## src/rtl/cnn_layer_sequencer.sv

```systemverilog
// Layer scheduler: fetches 4-word descriptors, then runs bias-fill
// followed by convolution for each layer, and pulses done at the end.
module cnn_layer_sequencer #(
    parameter int DATA_SZ  = 16,
    parameter int ADDR_SZ  = 16,
    parameter int LAYER_SZ = 8
) (
    input  logic                clk,
    input  logic                reset,
    input  logic                start_i,
    input  logic [ADDR_SZ-1:0]  desc_base_i,
    input  logic [LAYER_SZ-1:0] num_layers_i,
    output logic                mem_rd_en_o,
    output logic [ADDR_SZ-1:0]  mem_rd_addr_o,
    input  logic [DATA_SZ-1:0]  mem_rd_data_i,
    output logic                bias_en_o,
    output logic [ADDR_SZ-1:0]  bias_addr_o,
    output logic [DATA_SZ-1:0]  num_biases_o,
    output logic [ADDR_SZ-1:0]  out_img_addr_o,
    output logic [DATA_SZ-1:0]  out_img_size_o,
    input  logic                bias_done_i,
    output logic                conv_start_o,
    input  logic                conv_done_i,
    output logic [LAYER_SZ-1:0] cur_layer_o,
    output logic                busy_o,
    output logic                done_o
);

    typedef enum logic [2:0] {
        S_IDLE,
        S_FETCH,
        S_BIAS,
        S_BGAP,
        S_CSTART,
        S_CONV,
        S_NEXT,
        S_FIN
    } state_e;

    state_e              state_q, state_d;
    logic [ADDR_SZ-1:0]  base_q, base_d;
    logic [LAYER_SZ-1:0] num_q, num_d;
    logic [LAYER_SZ-1:0] layer_q, layer_d;
    logic [2:0]          wcnt_q, wcnt_d;
    logic [ADDR_SZ-1:0]  bias_addr_q, bias_addr_d;
    logic [DATA_SZ-1:0]  nbias_q, nbias_d;
    logic [ADDR_SZ-1:0]  img_addr_q, img_addr_d;
    logic [DATA_SZ-1:0]  img_size_q, img_size_d;

    always_ff @(posedge clk) begin
        if (reset) begin
            state_q     <= S_IDLE;
            base_q      <= '0;
            num_q       <= '0;
            layer_q     <= '0;
            wcnt_q      <= '0;
            bias_addr_q <= '0;
            nbias_q     <= '0;
            img_addr_q  <= '0;
            img_size_q  <= '0;
        end else begin
            state_q     <= state_d;
            base_q      <= base_d;
            num_q       <= num_d;
            layer_q     <= layer_d;
            wcnt_q      <= wcnt_d;
            bias_addr_q <= bias_addr_d;
            nbias_q     <= nbias_d;
            img_addr_q  <= img_addr_d;
            img_size_q  <= img_size_d;
        end
    end

    always_comb begin
        state_d       = state_q;
        base_d        = base_q;
        num_d         = num_q;
        layer_d       = layer_q;
        wcnt_d        = wcnt_q;
        bias_addr_d   = bias_addr_q;
        nbias_d       = nbias_q;
        img_addr_d    = img_addr_q;
        img_size_d    = img_size_q;
        mem_rd_en_o   = 1'b0;
        mem_rd_addr_o = '0;
        bias_en_o     = 1'b0;
        conv_start_o  = 1'b0;
        done_o        = 1'b0;
        unique case (state_q)
            S_IDLE: begin
                if (start_i) begin
                    base_d  = desc_base_i;
                    num_d   = num_layers_i;
                    layer_d = '0;
                    wcnt_d  = '0;
                    // An empty run still passes through NEXT so done lands 2 cycles after start
                    state_d = (num_layers_i == '0) ? S_NEXT : S_FETCH;
                end
            end
            S_FETCH: begin
                if (wcnt_q != 3'd4) begin
                    mem_rd_en_o   = 1'b1;
                    mem_rd_addr_o = base_q
                                  + (ADDR_SZ'(layer_q) << 2)
                                  + ADDR_SZ'(wcnt_q);
                end
                unique case (wcnt_q)
                    3'd1:    bias_addr_d = ADDR_SZ'(mem_rd_data_i);
                    3'd2:    nbias_d     = mem_rd_data_i;
                    3'd3:    img_addr_d  = ADDR_SZ'(mem_rd_data_i);
                    3'd4:    img_size_d  = mem_rd_data_i;
                    default: ;
                endcase
                if (wcnt_q == 3'd4) begin
                    wcnt_d  = '0;
                    state_d = S_BIAS;
                end else begin
                    wcnt_d = wcnt_q + 3'd1;
                end
            end
            S_BIAS: begin
                bias_en_o = 1'b1;
                if (bias_done_i) state_d = S_BGAP;
            end
            // One cycle with enable low lets the bias engine re-arm
            S_BGAP:   state_d = S_CSTART;
            S_CSTART: begin
                conv_start_o = 1'b1;
                state_d      = S_CONV;
            end
            S_CONV: begin
                if (conv_done_i) state_d = S_NEXT;
            end
            S_NEXT: begin
                if (num_q == '0 || layer_q + LAYER_SZ'(1) == num_q) begin
                    state_d = S_FIN;
                end else begin
                    layer_d = layer_q + LAYER_SZ'(1);
                    state_d = S_FETCH;
                end
            end
            S_FIN: begin
                done_o  = 1'b1;
                state_d = S_IDLE;
            end
            default: state_d = S_IDLE;
        endcase
    end

    assign bias_addr_o    = bias_addr_q;
    assign num_biases_o   = nbias_q;
    assign out_img_addr_o = img_addr_q;
    assign out_img_size_o = img_size_q;
    assign cur_layer_o    = layer_q;
    assign busy_o         = (state_q != S_IDLE);

endmodule

```

## config.mk

```make
export PLATFORM = sky130hd
export DESIGN_NAME = cnn_layer_sequencer
export DESIGN_NICKNAME = d
export VERILOG_FILES = /design/src/rtl/cnn_layer_sequencer.sv
export SDC_FILE = /design/constraint.sdc
export NUM_CORES = 1
export LEC_CHECK = 0
export BUFFER_PORTS_ARGS = -buffer_cell sky130_fd_sc_hd__buf_2
export CAP_MARGIN = 30
export CORE_UTILIZATION = 47
export DETAILED_ROUTE_END_ITERATION = 8
export GPL_TIMING_DRIVEN = 0
export PLACE_DENSITY = 0.76
export SETUP_SLACK_MARGIN = 0.05
export SYNTH_ARGS = -nofsm -noshare
export SYNTH_HDL_FRONTEND = slang
export SYNTH_SLANG_ARGS = --single-unit
```

## constraint.sdc

```tcl
create_clock -name clk -period 3 [get_ports clk]
set_input_delay 0.6 -clock clk [delete_from_list [all_inputs] [get_ports clk]]
set_output_delay 0.6 -clock clk [all_outputs]
set_load 0.005 [all_outputs]
```

==> impl_metrics.py <==
metrics = {
    "status": {
        "status": "finished with violations",
        "violations": "negative setup slack",
    },
    "detailed_routing": {
        "drt-total-wl_um": 13600,
        "routed_via_density": 5.35,
        "firstDrtPassIters": 5,
        "drcViolationCount": 0,
        "vias": 4984,
        "wl_per_cell_um": 14.6,
        "drtIter0Drc": 223,
        "ant_nets": 0,
    },
    "floorplan": {
        "die_x_um": 104,
        "fp.dieArea_um2": 10900,
        "io_pins": 138,
        "core_area_um2": 9950,
        "die_y_um": 104,
        "rows": 36,
        "start_util": 0.493,
    },
    "finish": {
        "fillers": 925,
        "antennaDiodeCount": 0,
        "nNetsFinal": 867,
        "drive_gt1_frac": 0.252,
        "stdcell_count": 932,
        "syn2layout_area_growth_pct": 24.1,
    },
    "place": {
        "hpwl_um": 10400,
        "gp_congestion": 0.884,
        "portBuffers": 137,
        "dpl.cell_count": 912,
    },
    "clocking": {
        "htreeDepth": 3,
        "cts_buffers": 9,
        "cts.clk_slew.worst_paths_ps": 110,
        "clock_path_buffers": 2,
        "cts_tree": "built",
        "clkSinkCount": 102,
        "root_buffer": "clkbuf_8",
        "insertion_delay_ps": 370,
    },
    "timing": {
        "clock.fmax_ghz": 0.288,
        "tns_ps": -3720,
        "final_hold_viol_count": 0,
        "min_period_ps": 3480,
        "setup_viol": 12,
        "fin_crit_sh": 1.16,
        "slew_viol_final": 0,
        "slew_headroom": 0.639,
        "clock_skew_ps": 16.2,
        "fin_ws_ps": -476,
        "tightestPinTransition_ps": 539,
        "rsz0062_at_grt": "true",
    },
    "synthesis": {
        "ys_types": 54,
        "syn_nets": 714,
        "yosys_warnings": 0,
        "synth.top_cell.area_share": 0.416,
        "synth_area_per_cell_um2": 7.64,
        "synth_edf_count": 0,
        "async_flop_share": 0,
        "ys_seq_area_frac": 0.416,
        "yosysTopAreaCell": "dfxtp_1",
        "ys_top_cells_by_area": "dfxtp_1, nand2_1, a21oi_1, ha_1, clkbuf_1",
        "syn_inst": 642,
        "yosys_most_used_dff": "dfxtp_1",
        "ys_seq_elements": 102,
        "netlist_area_um2": 4910,
    },
    "run": {
        "drv_cap": 0,
    },
    "grt": {
        "grt_max_degree": 19,
        "grt_antenna_before_repair": 0,
        "grt_usage": 0.248,
        "overflow": 0,
        "first_global_vias": 4506,
        "grt_pass1_wl_um": 21800,
    },
    "critical_path": {
        "end_kind": "output port",
        "crit_path_max_fanout": 4,
        "worstPathArrival_ps": 2880,
        "required_ps": 2400,
        "start_kind": "register",
        "crit_type": "register to output port",
    },
    "pwr": {
        "power.density_nw_per_um2": 548,
        "peakVddDrop_mv": 0.333,
        "finalPower_mw": 3.34,
        "leakagePower_nw": 2.74,
    },
    "min_path": {
        "min_path_type": "input pin to register",
    },
}
## path summary, 6_finish.rpt
check	from	endpoint	slack, ps	depth (start not counted)
min reg2reg	num_biases_o[10]	num_biases_o[10]	460	2
max	base_q[2]	mem_rd_addr_o[13]	-480	11
min	desc_base_i[8]	base_q[8]	450	3
max reg2reg	cur_layer_o[1]	cur_layer_o[4]	580	8
## timing repair
item / in CTS / in global routing
setup buffers: 4 / 2
gates resized for setup: 15 / 12
hold buffers: 0 / 0
pin swaps: 20 / 12
endpoints found under the setup margin: 13 / 13
## kinds of logic after synthesis
logic type,share of synthesized area
compound gates,0.178
xor+xnor,0.0268
fa+ha+maj,0.0719
buf+inv,0.0467
flops,0.416
mux,0.0117
simple gates,0.249
## cell usage in the layout (no fill, tap or decap), drive strengths merged, types with 2 or more instances in the layout
cell and instances:
a211oi 2, a21o 10, a21oi 106, a31oi 7, and2 2, and3 11
buf 147, clkbuf 41, clkinv 2, dfxtp 102, fa 2, ha 25
inv 21, mux2 3, mux2i 2, nand2 196, nand3 10, nand4 3
nor2 28, nor2b 4, nor3 15, nor3b 5, nor4 2, o21a 2
o21ai 8, o32ai 5, or2 2, or3 3, or4 2, xnor2 6
xor2 9
## cells in the mapped netlist (2+ instances only)
cell and count:
or3_1 3, nor3_1 15, or2_2 2, and3_1 10, clkbuf_1 31, nor2b_1 4
a211oi_1 2, a21o_1 6, fa_1 2, ha_1 25, and2_1 2, xor2_1 9
o32ai_1 5, mux2_2 2, nor3b_1 5, o21ai_0 8, or4_1 2, a21oi_1 105
xnor2_1 6, a31oi_1 7, buf_1 2, nand2_1 195, nor4_1 2, nand4_1 3
dfxtp_1 102, a21o_2 4, mux2i_1 2, inv_1 18, nor2_1 28, nand3_1 10
o21a_1 2
## final cells by class
type	instances	area (µm²)	area share
Clock inverter	6	56.3	0.00924
Tap cell	133	166	0.0273
Timing Repair Buffer	142	729	0.120
Sequential cell	102	2050	0.337
Inverter	18	67.6	0.0111
Buffer	37	164	0.0269
Multi-Input combinational cell	485	2730	0.449
Clock buffer	9	124	0.0203
## report_power, final
part	switching (mW)	total [mW]	internal [mW]
Combinational	0.620	0.958	0.339
Sequential	0.0851	1.54	1.46
Clock	0.522	0.837	0.315
## flip-flops by register name, indices dropped and copies added (netlist names)
signal and flops:
num_biases_o 16, state_q 3, out_img_size_o 16, base_q 16
wcnt_q 3, cur_layer_o 8, bias_addr_o 16, out_img_addr_o 16
num_q 8
## through the flow
| step | worst slack [ps] | hold WS, ps | util | area [µm²] |
|---|---|---|---|---|
| 2_1_floorplan | 60.9 | 436 | - | 4920 |
| 3_3_place_gp | -168 | 440 | 0.580 | 5780 |
| 3_5_place_dp | -285 | 443 | 0.580 | 5780 |
| 4_1_cts | -524 | 447 | 0.605 | 6030 |
| 5_1_grt | -616 | 453 | 0.612 | 6090 |
| 6_report | -476 | 451 | 0.612 | 6090 |
## layer usage
metal  vias up  GRT usage  wire, µm
li1       2475          -         -
met2       171      0.409      6450
met1      2314      0.329      6200
met3        24     0.0332       701
met5         -          0         0
met4         0     0.0929       266
## worst max-delay path, cell delays in order (launching register included)
cell	delay, ps
dfxtp_2	350
inv_2	40
fa_1	540
inv_2	60
fa_2	340
a21o_1	200
a21o_1	180
a21oi_2	160
o21ai_2	90
nand4_1	100
mux2_4	320
buf_6	120
No activity file was read; power rests on OpenSTA's default activity.
